===== src/rtl/inst_fetch_unit_pkg.sv =====
// Shared constants, state encoding and pre-decode record for the instruction fetch unit.
package inst_fetch_unit_pkg;

   localparam logic [5:0]  OPC_BEQ  = 6'h04;
   localparam logic [5:0]  OPC_J    = 6'h02;
   localparam logic [5:0]  OPC_JAL  = 6'h03;
   localparam logic [31:0] NOP_WORD = 32'h0000_0000;

   typedef enum logic [1:0] {
      ST_IDLE  = 2'd0,
      ST_REQ   = 2'd1,
      ST_VALID = 2'd2
   } fetch_state_t;

   // Pre-decode fields handed back to the next-PC logic
   typedef struct packed {
      logic        branch;
      logic        jump;
      logic [31:0] imm32;
      logic [25:0] imm26;
   } predecode_t;

   // Counter width for the REQ timeout; never narrower than one bit
   function automatic int cnt_width(input int n);
      return (n <= 2) ? 1 : $clog2(n);
   endfunction

endpackage


===== src/rtl/inst_fetch_unit_predecode.sv =====
// Combinational pre-decode of an instruction word: branch/jump class and immediates.
module inst_predecode
   import inst_fetch_unit_pkg::*;
(
   input  logic [31:0] inst,
   output logic        branch,
   output logic        jump,
   output logic [31:0] imm32,
   output logic [25:0] imm26
);

   logic [5:0] opc;

   // Opcode classification and immediate extraction
   always_comb begin
      opc    = inst[31:26];
      branch = (opc == OPC_BEQ);
      jump   = (opc == OPC_J) || (opc == OPC_JAL);
      // Byte offset: sign-extended word offset shifted left by two
      imm32  = {{14{inst[15]}}, inst[15:0], 2'b00};
      imm26  = inst[25:0];
   end

endmodule


===== src/rtl/inst_fetch_unit.sv =====
// Instruction fetch unit: fetches the word at pc over a req/ack handshake with timeout,
// holds it (plus registered pre-decode) until the datapath consumes it, then fetches again.
module inst_fetch_unit #(
   parameter int          TIMEOUT_CYCLES = 16,
   parameter logic [31:0] NOP_WORD       = inst_fetch_unit_pkg::NOP_WORD
) (
   input  logic        clk,
   input  logic        reset,
   input  logic [31:0] pc,
   output logic        mem_req,
   output logic [31:0] mem_addr,
   input  logic        mem_ack,
   input  logic [31:0] mem_rdata,
   input  logic        exec_ready,
   output logic [31:0] inst,
   output logic        inst_valid,
   output logic        pc_advance,
   output logic        branch,
   output logic        jump,
   output logic [31:0] imm32,
   output logic [25:0] imm26,
   output logic        fetch_err
);

   import inst_fetch_unit_pkg::*;

   localparam int          TW   = cnt_width(TIMEOUT_CYCLES);
   localparam logic [TW-1:0] TMAX = TW'(TIMEOUT_CYCLES - 1);

   fetch_state_t  state_q, state_d;
   logic [TW-1:0] cnt_q, cnt_d;
   logic [31:0]   addr_q, addr_d;
   logic [31:0]   inst_q, inst_d;
   logic          err_q, err_d;
   logic          start_fetch;
   predecode_t    dec_q, dec_d;

   // Decode the word about to be captured so the decode registers load alongside inst
   inst_predecode u_predecode (
      .inst   (inst_d),
      .branch (dec_d.branch),
      .jump   (dec_d.jump),
      .imm32  (dec_d.imm32),
      .imm26  (dec_d.imm26)
   );

   // Next-state logic: request/timeout handling and capture selection
   always_comb begin
      state_d     = state_q;
      cnt_d       = cnt_q;
      addr_d      = addr_q;
      inst_d      = inst_q;
      err_d       = err_q;
      start_fetch = 1'b0;
      case (state_q)
         ST_IDLE:  start_fetch = 1'b1;
         ST_REQ: begin
            if (mem_ack) begin
               // Ack beats an expiring counter
               inst_d  = mem_rdata;
               state_d = ST_VALID;
            end else if (cnt_q == TMAX) begin
               inst_d  = NOP_WORD;
               err_d   = 1'b1;
               state_d = ST_VALID;
            end else begin
               cnt_d = cnt_q + TW'(1);
            end
         end
         ST_VALID: start_fetch = exec_ready;
         default:  state_d = ST_IDLE;
      endcase
      // Entering REQ: latch the address; a misaligned pc never raises mem_req
      if (start_fetch) begin
         addr_d = pc;
         cnt_d  = '0;
         if (pc[1:0] != 2'b00) begin
            inst_d  = NOP_WORD;
            err_d   = 1'b1;
            state_d = ST_VALID;
         end else begin
            state_d = ST_REQ;
         end
      end
   end

   // State, counter and capture registers; reset overrides everything
   always_ff @(posedge clk) begin
      if (reset) begin
         state_q <= ST_IDLE;
         cnt_q   <= '0;
         addr_q  <= '0;
         inst_q  <= '0;
         err_q   <= 1'b0;
         dec_q   <= '0;
      end else begin
         state_q <= state_d;
         cnt_q   <= cnt_d;
         addr_q  <= addr_d;
         inst_q  <= inst_d;
         err_q   <= err_d;
         dec_q   <= dec_d;
      end
   end

   // Output mapping
   always_comb begin
      mem_req    = (state_q == ST_REQ);
      mem_addr   = addr_q;
      inst_valid = (state_q == ST_VALID);
      pc_advance = (state_q == ST_VALID) & exec_ready;
      inst       = inst_q;
      branch     = dec_q.branch;
      jump       = dec_q.jump;
      imm32      = dec_q.imm32;
      imm26      = dec_q.imm26;
      fetch_err  = err_q;
   end

endmodule


===== config.mk =====
export PLATFORM = sky130hd
export DESIGN_NAME = inst_fetch_unit
export DESIGN_NICKNAME = d
export VERILOG_FILES = /design/src/rtl/inst_fetch_unit_pkg.sv /design/src/rtl/inst_fetch_unit_predecode.sv /design/src/rtl/inst_fetch_unit.sv
export SDC_FILE = /design/constraint.sdc
export NUM_CORES = 1
export LEC_CHECK = 0
export ABC_AREA = 1
export ABC_CLOCK_PERIOD_IN_PS = 3900
export CORE_MARGIN = 4
export CORE_UTILIZATION = 48
export DETAILED_ROUTE_END_ITERATION = 10
export GPL_TIMING_DRIVEN = 0
export PLACE_DENSITY = 0.87
export SYNTH_ARGS = -nofsm -noshare
export SYNTH_HDL_FRONTEND = slang
export SYNTH_HIERARCHICAL = 1
export SYNTH_SLANG_ARGS = --single-unit

===== constraint.sdc =====
create_clock -name clk -period 3.9 [get_ports clk]
set_clock_uncertainty 0.15 [all_clocks]
set_input_delay 0.585 -clock clk [delete_from_list [all_inputs] [get_ports clk]]
set_output_delay 0.585 -clock clk [all_outputs]
set_load 0.05 [all_outputs]

==> run_results.csv <==
group,metric,value,unit
die,die-area,12300,sq um
die,num_rows,37,
timing,final.min_clock_period,2.84,ns
detailed_routing,dr.pass1.iters,4,
power,ir_worst_vdd,0.349,mV
placement,io_buffer_count,194,
clock_tree,postCtsSetupRepairBufs,0,
detailed_routing,drc,0,
final_layout,multi_input_area,1480,sq um
setup_path,crit_path_frequent_cell,"clkdlybuf4s50_1",
grt,grt_antenna_before_repair,0,
setup_path,reg2reg_depth,12,
setup_path,cp.required,3.16,ns
final_layout,final_common_cell,"clkdlybuf4s50_1",
synthesis,ys_dominant_reg_cell,"dfxtp_1",
clock_tree,clockBufferDepth,2,
synthesis,syn_area,5100,sq um
grt,grt_max_degree,17,
timing,hold_viol,0,
final_layout,syn_to_final_growth,52.6,%
final_layout,finalNetCount,972,
final_layout,seq_area,2620,sq um
placement,placed_cell_area,7220,sq um
detailed_routing,vias_per_cell,4.31,
synthesis,synth_cells,689,
setup_path,worst-setup-path-type,"in -> out",
detailed_routing,dr.first_iter.drc_count,183,
grt,grt_pass1_wl,21500,um
setup_path,reg2reg_from,"cnt_q[0]",
job,cap_violations,0,
die,dieHeight,111,um
setup_path,critPathMaxFanout,2,
die,die_w,111,um
grt,grtUsageTotal,21.6,%
clock_tree,cts_tree,"yes",
synthesis,ys_warn_count,6,
clock_tree,cts_root_buf,"clkbuf_8",
die,initial_core_util,49.4,%
clock_tree,clk_latency,0.50,ns
final_layout,fill_cells,766,
clock_tree,post_cts_resized,0,
die,core,10300,sq um
detailed_routing,wl_per_cell,12.5,um
setup_path,ff2ff_setup_slack,1.64,ns
setup_path,crit_chain,"clkdlybuf4s50_1, inv_1, nor3_1, clkdlybuf4s50_1",
synthesis,synth.largest_area_cell,"dfxtp_1",
synthesis,synth_edf_count,0,
timing,holdWs,0.298,ns
timing,final.period_utilization,72.9,%
setup_path,cp-start-kind,"input port",
placement,dp_hpwl,9890,um
synthesis,netlist_top_cells_area,"dfxtp_1 (51%), nor2_1 (12%), nand2_1 (11%)",
hold_path,min_path_type,"reg -> reg",
synthesis,synth_area_per_cell,7.40,sq um
hold_path,min_from,"mem_addr[0]",
synthesis,synthArstFlopShare,0,%
power,p_per_area,436,nW/um^2
clock_tree,cts_sinks,131,
final_layout,diodes,0,
timing,timing.fmax,352,MHz
timing,maxSlewHeadroom,62.3,%
grt,overflow,0,
final_layout,fin_area,7780,sq um
grt,first_global_vias,4558,
timing,setup_violations,0,
setup_path,end_kind,"output port",
timing,setup-tns-final,0,ns
setup_path,reg2reg_to,"imm32[27]",
power,leakagePower,0.00366,uW
placement,routabilityCongestion,0.795,
final_layout,drive_gt1_share,12.3,%
detailed_routing,vias,4535,
detailed_routing,drtAntennaViolNets,0,
setup_path,crit_arrival,2.11,ns
synthesis,ys_types,21,
timing,rsz0062_at_grt,"no",
die,io_pins,196,
clock_tree,numCtsBuffers,17,
setup_path,slowest_stage,"clkdlybuf4s50_1",
clock_tree,h-tree-depth,4,
hold_path,min_path_cells,2,
clock_tree,cts-hold-fix-buffers,0,
hold_path,min_to,"mem_addr[0]",
detailed_routing,finalWirelength,13200,um
synthesis,seq_area_frac_synth,51.4,%
synthesis,ys_seq_elements,131,
final_layout,final_cell_mix,"clkdlybuf4s50_1 (194), nor2_1 (164), nand2_1 (148)",
timing,drv_slew,0,
synthesis,yosys.area.top_type_share,51.4,%
clock_tree,clkSlewWorstSetupHoldPaths,0.06,ns
status,status,"complete, no violations",
power,p_total,3390,uW
setup_path,cpPeakStageDelay,0.85,ns
timing,worst_pin_slew,0.563,ns
[area by class of cell]
| type | count | share of cell area [%] |
|---|---|---|
| sequential | 131 | 33.7 |
| multi-input combinational | 366 | 18.9 |
| buffer | 87 | 7.81 |
| tap | 136 | 2.19 |
| inverter | 106 | 5.11 |
| clock buffer | 18 | 5.50 |
| timing repair buffer | 194 | 24.9 |
| clock inverter | 14 | 1.82 |
[cells by family after synthesis]
| logic type | count (synthesis) | synth area share (%) |
|---|---|---|
| other | 1 | 0.0735 |
| flip-flops | 131 | 51.4 |
| adder cells (fa/ha/maj) | 1 | 0.245 |
| buffers and inverters | 193 | 19.7 |
| AND/OR/NAND/NOR | 326 | 24.9 |
| AO/OA/AOI/OAI | 37 | 3.63 |
[worst max-delay path: cells and delay by family]
kind / cells / cell delay [ns]
buffers and inverters: 3 / 1.36
and+or+nand+nor: 1 / 0.16
[through the flow]
stage          worst slack [ns]  cells  util, %
2_1_floorplan              1.50    690        -
3_3_place_gp               1.09   1020     69.9
3_5_place_dp               1.07   1020     69.9
4_1_cts                    1.05   1052     75.4
5_1_grt                   0.934   1052     75.4
6_report                   1.06   1052     75.4
[worst max-delay path by stage]
stage                          start          to  slack (ns)
after floorplan           exec_ready  pc_advance        1.50
after global placement    exec_ready  pc_advance        1.09
after detailed placement  exec_ready  pc_advance        1.07
after CTS                 exec_ready  pc_advance        1.05
after global routing      exec_ready  pc_advance        0.93
final                     exec_ready  pc_advance        1.06
[registers in the layout (all words and copies together) (netlist names)]
register,flops
mem_addr,32
branch,1
imm26,26
imm32,32
jump,1
inst,32
fetch_err,1
cnt_q,4
state_q,2
[where the power goes]
group	leakage [uW]	internal, uW	switching [uW]
registers	0.00107	1380	20.9
logic	0.00232	181	296
clock network	0.000279	881	630
total	0.00366	2440	947
[Yosys cell counts, types with 2 or more instances]
master / count
nand2_2: 2
dfxtp_1: 131
inv_1: 102
buf_4: 61
nand3_1: 5
a21oi_1: 6
nor3_1: 2
clkbuf_1: 14
inv_2: 4
o21ai_0: 31
buf_2: 6
buf_6: 6
nand2_1: 148
nor2_1: 164
[layer usage]
layer | vias up | track usage [%] | share of wire [%]
met2 | 150 | 39.1 | 50
met4 | 0 | 8.68 | 2.4
li1 | 2378 | - | -
met1 | 1986 | 22.6 | 39
met3 | 21 | 7.91 | 8.6
met5 | - | 0 | 0
No activity file was read; power rests on OpenSTA's default activity.
